==> src/rtl/uart_tx_fifo.sv <==
// UART transmitter with a valid/ready byte FIFO and configurable frame format.
// Frames are START, DATA_BITS data bits (LSB first), optional parity bit, then STOP_BITS stop bits.
module uart_tx_fifo #(
  parameter int CLKS_PER_BIT = 868,
  parameter int DATA_BITS    = 8,
  parameter int PARITY       = 0,
  parameter int STOP_BITS    = 1,
  parameter int FIFO_DEPTH   = 4
) (
  input  logic                          clk,
  input  logic                          rst_n,
  input  logic                          tx_en,
  input  logic [7:0]                    in_data,
  input  logic                          in_valid,
  output logic                          in_ready,
  output logic                          txd,
  output logic                          busy,
  output logic                          tx_done,
  output logic [$clog2(FIFO_DEPTH):0]   fifo_count
);

  localparam int PTR_W    = $clog2(FIFO_DEPTH);
  localparam int CNT_W    = PTR_W + 1;
  localparam int STOP_LEN = STOP_BITS * CLKS_PER_BIT;
  localparam int BAUD_W   = $clog2(STOP_LEN);
  localparam int IDX_W    = $clog2(DATA_BITS);

  if (CLKS_PER_BIT < 2) begin : g_bad_cpb
    $error("uart_tx_fifo: CLKS_PER_BIT must be at least 2");
  end
  if (DATA_BITS < 5 || DATA_BITS > 8) begin : g_bad_data_bits
    $error("uart_tx_fifo: DATA_BITS must be in 5..8");
  end
  if (PARITY < 0 || PARITY > 2) begin : g_bad_parity
    $error("uart_tx_fifo: PARITY must be 0, 1 or 2");
  end
  if (STOP_BITS != 1 && STOP_BITS != 2) begin : g_bad_stop_bits
    $error("uart_tx_fifo: STOP_BITS must be 1 or 2");
  end
  if (FIFO_DEPTH < 2 || FIFO_DEPTH > 16 || (FIFO_DEPTH & (FIFO_DEPTH - 1)) != 0) begin : g_bad_depth
    $error("uart_tx_fifo: FIFO_DEPTH must be a power of two in 2..16");
  end

  typedef enum logic [2:0] {
    S_IDLE,
    S_START,
    S_DATA,
    S_PARITY,
    S_STOP
  } state_t;

  state_t               state_q, state_d;
  logic [BAUD_W-1:0]    baud_q, baud_d;
  logic [IDX_W-1:0]     idx_q, idx_d;
  logic [DATA_BITS-1:0] shift_q;
  logic [PTR_W-1:0]     wr_ptr, rd_ptr;
  logic [CNT_W-1:0]     count_q;
  logic [DATA_BITS-1:0] mem [FIFO_DEPTH];

  logic full, push, pop, bit_end, stop_end, par_bit;

  assign full     = (count_q == CNT_W'(FIFO_DEPTH));
  assign in_ready = !full;
  assign push     = in_valid && !full;
  assign bit_end  = (baud_q == BAUD_W'(CLKS_PER_BIT - 1));
  assign stop_end = (state_q == S_STOP) && (baud_q == BAUD_W'(STOP_LEN - 1));
  // A new frame may start from idle or seamlessly from the last stop cycle.
  assign pop      = (state_q == S_IDLE || stop_end) && tx_en && (count_q != '0);
  assign par_bit  = (^shift_q) ^ (PARITY == 1);

  assign busy       = (state_q != S_IDLE);
  assign tx_done    = stop_end;
  assign fifo_count = count_q;

  // NOTE: every signal driven here gets a default first, so no path leaves it unassigned and no latch is inferred.
  always_comb begin
    state_d = state_q;
    baud_d  = baud_q + BAUD_W'(1);
    idx_d   = idx_q;
    unique case (state_q)
      S_IDLE: begin
        baud_d = '0;
        if (pop) state_d = S_START;
      end
      S_START: begin
        if (bit_end) begin
          state_d = S_DATA;
          baud_d  = '0;
          idx_d   = '0;
        end
      end
      S_DATA: begin
        if (bit_end) begin
          baud_d = '0;
          if (idx_q == IDX_W'(DATA_BITS - 1)) begin
            state_d = (PARITY != 0) ? S_PARITY : S_STOP;
          end else begin
            idx_d = idx_q + IDX_W'(1);
          end
        end
      end
      S_PARITY: begin
        if (bit_end) begin
          state_d = S_STOP;
          baud_d  = '0;
        end
      end
      S_STOP: begin
        if (stop_end) begin
          baud_d  = '0;
          state_d = pop ? S_START : S_IDLE;
        end
      end
      default: begin
        state_d = S_IDLE;
        baud_d  = '0;
      end
    endcase
  end

  always_comb begin
    txd = 1'b1;
    unique case (state_q)
      S_START:  txd = 1'b0;
      S_DATA:   txd = shift_q[idx_q];
      S_PARITY: txd = par_bit;
      default:  txd = 1'b1;
    endcase
  end

  // NOTE: sequential state uses non-blocking assignments so every flop samples pre-edge values.
  always_ff @(posedge clk) begin
    if (!rst_n) begin
      state_q <= S_IDLE;
      baud_q  <= '0;
      idx_q   <= '0;
      shift_q <= '0;
      wr_ptr  <= '0;
      rd_ptr  <= '0;
      count_q <= '0;
    end else begin
      state_q <= state_d;
      baud_q  <= baud_d;
      idx_q   <= idx_d;
      if (push) wr_ptr <= wr_ptr + PTR_W'(1);
      if (pop) begin
        shift_q <= mem[rd_ptr];
        rd_ptr  <= rd_ptr + PTR_W'(1);
      end
      if (push && !pop)      count_q <= count_q + CNT_W'(1);
      else if (!push && pop) count_q <= count_q - CNT_W'(1);
    end
  end

  // NOTE: the storage array has no reset; entries are only read after being written, and the pointers reset.
  always_ff @(posedge clk) begin
    if (push) mem[wr_ptr] <= in_data[DATA_BITS-1:0];
  end

endmodule

==> config.mk <==
export PLATFORM = sky130hd
export DESIGN_NAME = uart_tx_fifo
export DESIGN_NICKNAME = d
export VERILOG_FILES = /design/src/rtl/uart_tx_fifo.sv
export SDC_FILE = /design/constraint.sdc
export NUM_CORES = 1
export LEC_CHECK = 0
export ABC_AREA = 1
export CAP_MARGIN = 20
export CORE_ASPECT_RATIO = 0.7
export CORE_MARGIN = 2
export CORE_UTILIZATION = 28
export CTS_BUF_LIST = sky130_fd_sc_hd__clkbuf_4 sky130_fd_sc_hd__clkbuf_8
export DETAILED_ROUTE_END_ITERATION = 10
export PLACE_DENSITY = 0.43
export SKIP_LAST_GASP = 1
export SYNTH_ARGS = -nofsm -noshare
export SYNTH_HDL_FRONTEND = slang
export SYNTH_SLANG_ARGS = --single-unit
==> constraint.sdc <==
create_clock -name clk -period 6.5 [get_ports clk]
set_clock_uncertainty 0.05 [all_clocks]
set_input_delay 1.3 -clock clk [delete_from_list [all_inputs] [get_ports clk]]
set_output_delay 1.3 -clock clk [all_outputs]
set_load 0.005 [all_outputs]
; ---- Word-level counts from Yosys, hierarchy flattened
; Memory sizes are Yosys's and may differ from the RTL's. A register that Yosys moved wholly into a read port is not among the register bits.
; Index checks and enable logic that the tools add are counted.
; W data, S select, Z words.
[totals]
reg_bits = 23
ram_bits = 32
inputBits = 12
output_inout_bits = 7
elab_cells = 70
mem_count = 1
[op_classes]
n_addsub = 6
order_cmp = 1
n_eq_ne = 14
n_mux = 22
reduce_logical = 20
[memory_table]
columns = name, depth, width, read_ports, rd_clocked_by_memory_dff, write_ports, line
row1 = mem, 4, 8, 1, 1, 1, 58  ; logic [DATA_BITS-1:0] mem [FIFO_DEPTH];
[ops]
columns = operator, n
row1 = $mux W3, 11
row2 = $mux W10, 2
row3 = $pmux W10 S2, 1
row4 = $pmux W3 S5, 1
row5 = $ne A2 B2 Y1 const B, 7
row6 = $add A10 B1 Y10 const B, 1
row7 = $eq A10 B10 Y1 const B, 1
row8 = $eq A3 B3 Y1 const B, 3
row9 = $reduce_xor A8 Y1, 1
row10 = $add A3 B1 Y3 const B, 2
row11 = $eq A3 B2 Y1 const B, 2
row12 = $logic_and A1 B1 Y1, 6
row13 = $pmux W3 S2, 1
row14 = $reduce_and A6 Y1, 1
row15 = $reduce_bool A3 Y1, 2
row16 = $add A2 B1 Y2 const B, 2
row17 = $logic_not A1 Y1, 4
row18 = $lt A3 B4 Y1 const B, 1
row19 = $mux W1, 4
row20 = $reduce_and A4 Y1, 1
row21 = $reduce_bool A2 Y1, 2
row22 = $bmux W1 S3, 1
row23 = $eq A3 B1 Y1 const B, 1
row24 = $logic_not A3 Y1, 1
row25 = other kinds (4), 4

; ---- Longest topological paths before layout
; Gate-level depths: netlist of run 1.
[logic_depth]
ltp_word = 8
ltp_mapped = 14
mapped_depth_nobuf = 13

; ---- Worst setup path after synthesis of run 1
; OpenSTA, ideal clock, no wires.
[synth_path]
kind = input port to flip-flop
from = input port tx_en
to = register count_q[2], in the netlist fifo_count[2]
setup_ps = 122
arrival_time_ps = 2575
required_time_ps = 6328
path_slack_ps = 3753
stages = 11
n_path_buf = 1
cell_sequence = nand2_1 -> inv_1 -> nand2_2 -> buf_6 -> ha_1 -> inv_1 -> fa_1 -> a21oi_1 -> o21ai_0 -> o21ai_0 -> a21oi_1
[synth_between]
elab_chain_cells = 5
elab_cells_between_ends = 7
classes_between = mux: 1 / reduce/logical: 6
[synth_lines]
columns = item, line
row1 = "start, declared", 12  ; input logic tx_en,
row2 = $logic_and A1 B1 Y1 * (2 in series), 68  ; assign pop = (state_q == S_IDLE || stop_end) && tx_en && (count_q != '0);
row3 = $logic_not A1 Y1, 150  ; if (push && !pop) count_q <= count_q + CNT_W'(1);
row4 = $logic_and A1 B1 Y1, 150
row5 = $mux W3 / $reduce_bool A2 Y1 (equally long branches), -
row6 = "end signal, assigned", 150
row7 = "end signal, assigned", 151  ; else if (!push && pop) count_q <= count_q - CNT_W'(1);
row8 = "end, declared", 57  ; logic [CNT_W-1:0] count_q;
; Every way passes the cells marked *; elsewhere a longest branch is shown, timed or not.
; A chain may end at the register's enable or synchronous reset.

; ---- Worst setup path after layout of run 1
[layout_path]
from = register shift_q[4] (read register of mem)
to = output port txd
[layout_between]
elab_chain_cells = 3
elab_cells_between_ends = 4
classes_between = mux: 3 / reduce/logical: 1
[layout_lines]
columns = item, line
row1 = "start, declared", 55  ; logic [DATA_BITS-1:0] shift_q;
row2 = $bmux W1 S3, 125  ; S_DATA: txd = shift_q[idx_q];
row3 = $mux W1 (implied by the code), 125
row4 = $pmux W1 S3 *, 123  ; unique case (state_q)
row5 = "end, declared", 16  ; output logic txd,
; Every way passes the cells marked *; elsewhere a longest branch is shown, timed or not. The select of a mux whose other input is x is not followed.

==> impl_results.md, run 1 <==
* CP endpoint kind: output pin
* Hold Startpoint: baud_q[0]
* Unrepaired setup endpoints after global routing: false
* Worst path cell trace: xor2_1 > inv_1 > nand2_1 > nand2_1 > nand2_1 > nand3_1 > nand3_1 > clkdlybuf4s50_1
* Clk slew on worst S/H paths at about 0.06 ns
* Post-synth net total at roughly 340
* Num ports at 19
* Fraction of layout cells with a size suffix above 1 at 0.0968
* Crit-path most repeated cell: nand2_1
* Post-synthesis sequential area ratio at 0.545
* Die Area at 11,200 sq um
* Top cell family by delay on the critical path: buffers and inverters
* Min-Delay Endpoint: baud_q[0]
* Clock sink count at 63
* R2r endpoint: fifo_count[1]
* Critical Path Start Type: flip-flop
* Final nets at 357
* Max VDD drop at 0.143 mV
* Non-Filler Instances at 473
* Area share of the largest cell type after synthesis at 0.331
* Synth Instances at approximately 320
* Hpwl dp at between 4 and 5 mm
* Starting density of the core at 0.285
* Largest cells by area after synthesis: edfxtp_1, dfxtp_1, nor2_1
* Routed length on met3 at 200 um
* Worst Max-Slew Pin Slew at approximately 0.86 ns
* CTS HTree Levels at 3
* Mean post-synth cell area at approximately 9.2 sq um
* Routed wl met2 at 2.33 mm
* Final Hold Viols at 0
* Root Buffer: clkbuf_8
* Hold path depth at 1
* Worst-path fanout max at 3
* Max_slew headroom at 0.427
* Highest metal used: met4
* Synthesized cell area at 2900 sq um
* Leak at 1.21 nW
* Number of global-route vias before repair at between 1,500 and 2,000
* Core area at between 10,000 and 15,000 sq um
* Longest Clk Path Bufs at 2
* Final period util at 0.502
* Site Rows at 31
* Post-CTS resize count at 0
* Setup bufs post-CTS at 0
* Max_cap viols at 0
* Ys Warns at 0
* GP Congestion at between 0.7 and 0.8
* Final cell utilization of the core at 0.334
* TNS Setup at 0 ns
* Cts hold-fix bufs at 0
* Flops & latches, synth at 63
* Hold WC Path Type: flip-flop to flip-flop
* Die width at around 130 um
* R2R Setup Slk at 4.04 ns
* Worst r2r path cells at 11
* Worst skew pair latency at 0.34 ns
* WL per Instance at approximately 12 um
* First-pass GRT wire length at 9.77 mm
* DRT Pass-1 Iters at 4
* I/O Buffers at 18
* Synth cell types at 35
* Vias post-DR at just over 2,000
* Max frequency at 306 MHz
* CP bufs+invs at 2
* Gr ovfl total at 0
* CP Data Arrival Time at 1.91 ns
* Gr usage total at 0.114
* FF-to-FF Start: baud_q[0]
* DRC violations left at 0
* Diode count at 0
* Via/cell ratio at around 4.4
* Pwr Density at about 380 nW/um^2
* Crit Path Class: flip-flop to output pin
* CTS Buf Count at 9
* TritonCTS clock tree: yes
* Final ANT Viol Nets at 0
* Cell taking the most area after synthesis: edfxtp_1
* Initial antenna violation count at 0
* Placed Instances at around 460
* Final WL at about 5.9 mm
* Die height at a little under 90 um
* Largest net degree at the start of global routing at 20
* Setup violations, final at 0
* Iteration-0 DRC count of the detailed router at around 160
* Fin crit period at approximately 3.3 ns
* CP max stage cell: clkdlybuf4s50_1
* Worst path max stage delay at about 0.5 ns
* CP Data Required Time at ~5.2 ns
* Fin. max-slew vios at 0
* Met1 Wirelength at about 3.3 mm
* Status: finished clean
* Synth-to-layout area growth at 17.5%
## worst reg2reg max path: stages (launching register included)
cell and delay (ns):
dfxtp_1 0.35, ha_1 0.23, nand2_1 0.09, nor2_2 0.11, nand4_1 0.11, nand2_2 0.20, nand2_2 0.21, ha_1 0.24
inv_1 0.10, fa_1 0.41, o21ai_0 0.18, a21oi_1 0.06
## metal layers
layer,vias to the layer above,track usage
li1,1100,-
met1,947,0.165
met2,25,0.155
met3,4,0.0443
met4,0,0.0333
met5,-,0
## registers in the layout, indices dropped and copies added, names as in the netlist
register	cells
mem	32
baud_q	10
fifo_count	3
idx_q	3
shift_q	8
state_q	3
rd_ptr	2
wr_ptr	2
## how the worst max path moves through the flow
stage | slack (ns) | from | depth (start not counted) | endpoint
after floorplan | 3.75 | tx_en | 11 | fifo_count[2]
after global placement | 3.01 | tx_en | 11 | fifo_count[2]
after detailed placement | 2.95 | tx_en | 11 | fifo_count[2]
after CTS | 3.19 | shift_q[5] | 8 | txd
after global routing | 3.07 | tx_en | 11 | fifo_count[2]
final | 3.24 | shift_q[4] | 8 | txd
## placed cells by master (no fill, tap or decap), types with 2 or more instances in the layout
master	Yosys	final
a21oi_1	18	18
bufinv_16	0	2
clkbuf_8	0	11
clkdlybuf4s50_1	0	18
dfxtp_1	31	31
edfxtp_1	32	32
ha_1	8	8
inv_1	26	26
inv_2	4	4
nand2_1	30	30
nand2_2	5	5
nand3_1	21	21
nand3_2	2	2
nand4_1	2	2
nor2_1	57	57
nor2_2	4	4
nor3_1	6	6
o21ai_0	34	34
o21ai_1	2	2
xnor2_1	5	5
xor2_1	8	8
## synth_stat cells, drive strengths merged
master        n
nor2         62
nor4          1
nand3        23
xor2          8
buf           7
nand3b        1
nor3          7
fa            1
a21oi        19
mux2i         1
a31oi         1
o211ai        1
ha            8
inv          30
dfxtp        31
o21ai        36
nand4         2
and2          1
nor3b         1
nand2        35
nand2b        1
dlygate4sd1   1
clkbuf        1
xnor2         5
edfxtp       32
## power by group
group | leakage [nW] | internal, W | switching (W)
logic | 0.547 | 0.000149 | 0.000236
registers | 0.546 | 0.000479 | 0.0000569
clock network | 0.117 | 0.000239 | 0.000148
total | 1.21 | 0.000868 | 0.000441
## through the flow
stage               setup slack (ns)  instance area, sq um  power (W)  hold WS, ns
floorplan                       3.75                  2900   0.000829        0.368
global placement                3.01                  3180   0.000937        0.381
detailed placement              2.95                  3180   0.000937        0.392
CTS                             3.19                  3410    0.00133        0.405
global route                    3.07                  3410    0.00141        0.428
finish                          3.24                  3410    0.00131        0.397
## logic make-up (layout without fill, tap and decap cells)
logic type | Yosys count | in the layout | synth area share
AOI/OAI and AO/OA | 57 | 57 | 0.101
xor gates and xnor gates | 13 | 13 | 0.0392
adders and majority gates | 9 | 9 | 0.0414
buffers and inverters | 39 | 64 | 0.0616
DFF | 63 | 63 | 0.545
muxes | 1 | 1 | 0.00345
and+or+nand+nor | 134 | 134 | 0.209
## cell type report
cell class / instances / area [sq um]
Multi-Input combinational cell: 214 / 1140
Clock buffer: 12 / 159
Inverter: 30 / 113
Fill cell: 1077 / 6790
Sequential cell: 63 / 1580
Clock inverter: 4 / 68.8
Timing Repair Buffer: 18 / 180
Tap cell: 132 / 165
Note: power is estimated with default switching activity, not from simulation.
==> run 2, diff against run 1 <==
==> constraint.sdc (replaced) <==
create_clock -name clk -period 3.05 [get_ports clk]
set_clock_uncertainty 0.05 [all_clocks]
set_input_delay 0.61 -clock clk [delete_from_list [all_inputs] [get_ports clk]]
set_output_delay 0.61 -clock clk [all_outputs]
set_load 0.005 [all_outputs]
==> impl_results.md, run 2 (synthesized netlist as in run 1, its figures left out) <==
* Status: finished clean
* Pwr Density at between 700 and 800 nW/um^2
* Cts hold-fix bufs at 0
* Die height at around 89 um
* Iteration-0 DRC count of the detailed router at between 150 and 200
* Final period util at 0.888
* Fraction of layout cells with a size suffix above 1 at 0.110
* Largest register FFs at 32
* Worst-path fanout max at 3
* CTS HTree Levels at 3
* Final WL at 6.02 mm
* Root Buffer: clkbuf_8
* Hold WC Path Type: flip-flop to flip-flop
* TNS Setup at 0 ns
* Largest net degree at the start of global routing at 19
* Leak at between 1 and 1.5 nW
* Num ports at 19
* Core area at 10,200 sq um
* Clk slew on worst S/H paths at 0.07 ns
* Final ANT Viol Nets at 0
* Final Hold Viols at 0
* DRT Pass-1 Iters at 4
* Most common library cell in the layout ignoring fill and taps: nor2_1
* CP Launch Point: shift_q[5]
* Die width at 126 um
* Initial antenna violation count at 0
* FF-to-FF Start: baud_q[0]
* Fin crit period at 2.71 ns
* CP endpoint kind: output pin
* Critical Path Start Type: flip-flop
* Gr ovfl total at 0
* Post-CTS resize count at 0
* Non-Filler Instances at 479
* Die Area at roughly 11,000 sq um
* Power Total at around 0.0027 W
* Clock sink count at 63
* I/O Buffers at 18
* Largest regs: mem: 32 flops, baud_q: 10 flops, shift_q: 8 flops
* Site Rows at 31
* Synth-to-layout area growth at 17.8%
* CTS Buf Count at 9
* Dpl ws at slightly above 0.4 ns
* First-pass GRT wire length at ~9.8 mm
* TritonCTS clock tree: yes
* Max_slew headroom at 0.581
* Via/cell ratio at around 4.4
* Max VDD drop at approximately 0.23 mV
* Max frequency at around 370 MHz
* Final WS setup at ~0.34 ns
* CP Data Arrival Time at ~2 ns
* Fin. max-slew vios at 0
* GP Congestion at 0.754
* CP Data Required Time at around 2.4 ns
* Number of global-route vias before repair at 1,934
* DRC violations left at 0
* Hpwl dp at 4.23 mm
* Diode count at 0
* Setup bufs post-CTS at 0
* Reg with most FFs: mem
* Most frequent cells in the layout: nor2_1, o21ai_0, edfxtp_1, dfxtp_1, nand2_1
* Longest Clk Path Bufs at 2
* Gr usage total at 0.116
* Vias post-DR at roughly 2,100
* WL per Instance at approximately 13 um
* Worst Max-Slew Pin Slew at roughly 0.63 ns
* Final nets at between 300 and 400
* Max_cap viols at 0
* Placed Instances at 463
* Hold Startpoint: baud_q[0]
* Setup violations, final at 0
* Unrepaired setup endpoints after global routing: false
* Crit Path Class: flip-flop to output pin
* Starting density of the core at 0.285
* Worst skew pair latency at about 0.34 ns
## run 2: cell count changes in the layout (fill, tap and decap cells not counted), sizes merged
cell | before | now
clkinvlp | 0 | 2
clkbuf | 12 | 10
bufinv | 2 | 1
clkinv | 2 | 3
buf | 0 | 6
## run 2: through the flow
stage	utilization	area [sq um]	hold slack (ns)
floorplan	-	2900	0.368
global placement	0.316	3230	0.382
detailed placement	0.316	3230	0.388
CTS	0.335	3420	0.398
global route	0.335	3420	0.448
finish	0.335	3420	0.397
## run 2: power by group
part | internal, W | total [W] | switching [W] | leakage, nW
Sequential | 0.00102 | 0.00113 | 0.000106 | 0.546
Combinational | 0.000342 | 0.000873 | 0.000531 | 0.578
Clock | 0.000382 | 0.000708 | 0.000326 | 0.0910
Total | 0.00174 | 0.00271 | 0.000963 | 1.21
## run 2: final timing paths
kind	slack (ns)	end	cells past startpoint
setup / recovery	0.34	txd	8
hold / removal	0.40	baud_q[0]	1
setup reg to reg	0.78	fifo_count[2]	13
hold reg to reg	0.40	baud_q[0]	1
## run 2: area by class of cell
class | instances | area (sq um)
Clock inverter | 6 | 61.3
Fill cell | 1071 | 6780
Sequential cell | 63 | 1580
Multi-Input combinational cell | 214 | 1140
Timing Repair Buffer | 24 | 225
Inverter | 30 | 113
Tap cell | 132 | 165
Clock buffer | 10 | 131
## run 2: layer usage
layer | vias to the layer above | GRT usage | share of wire
li1 | 1112 | - | -
met1 | 986 | 0.159 | 0.54
met2 | 29 | 0.165 | 0.40
met3 | 4 | 0.0485 | 0.047
met4 | 0 | 0.0364 | 0.0096
met5 | - | 0 | 0
## run 2: worst max-delay path, stage by stage (launching register included)
cell and delay, ns:
dfxtp_1 0.37, xor2_1 0.37, inv_1 0.10, nand2_1 0.07, nand2_1 0.06, nand2_1 0.06
nand3_1 0.08, nand3_1 0.10, clkdlybuf4s50_1 0.51
==> run 3, diff against run 2 <==
--- a/config.mk
+++ b/config.mk
@@ -12,6 +12,7 @@
 export CORE_UTILIZATION = 28
 export CTS_BUF_LIST = sky130_fd_sc_hd__clkbuf_4 sky130_fd_sc_hd__clkbuf_8
 export DETAILED_ROUTE_END_ITERATION = 10
+export HOLD_SLACK_MARGIN = 0.12
 export PLACE_DENSITY = 0.43
 export SKIP_LAST_GASP = 1
 export SYNTH_ARGS = -nofsm -noshare
==> results of run 3 <==
No change in the layout: final DEF, timing and power equal those of run 2.
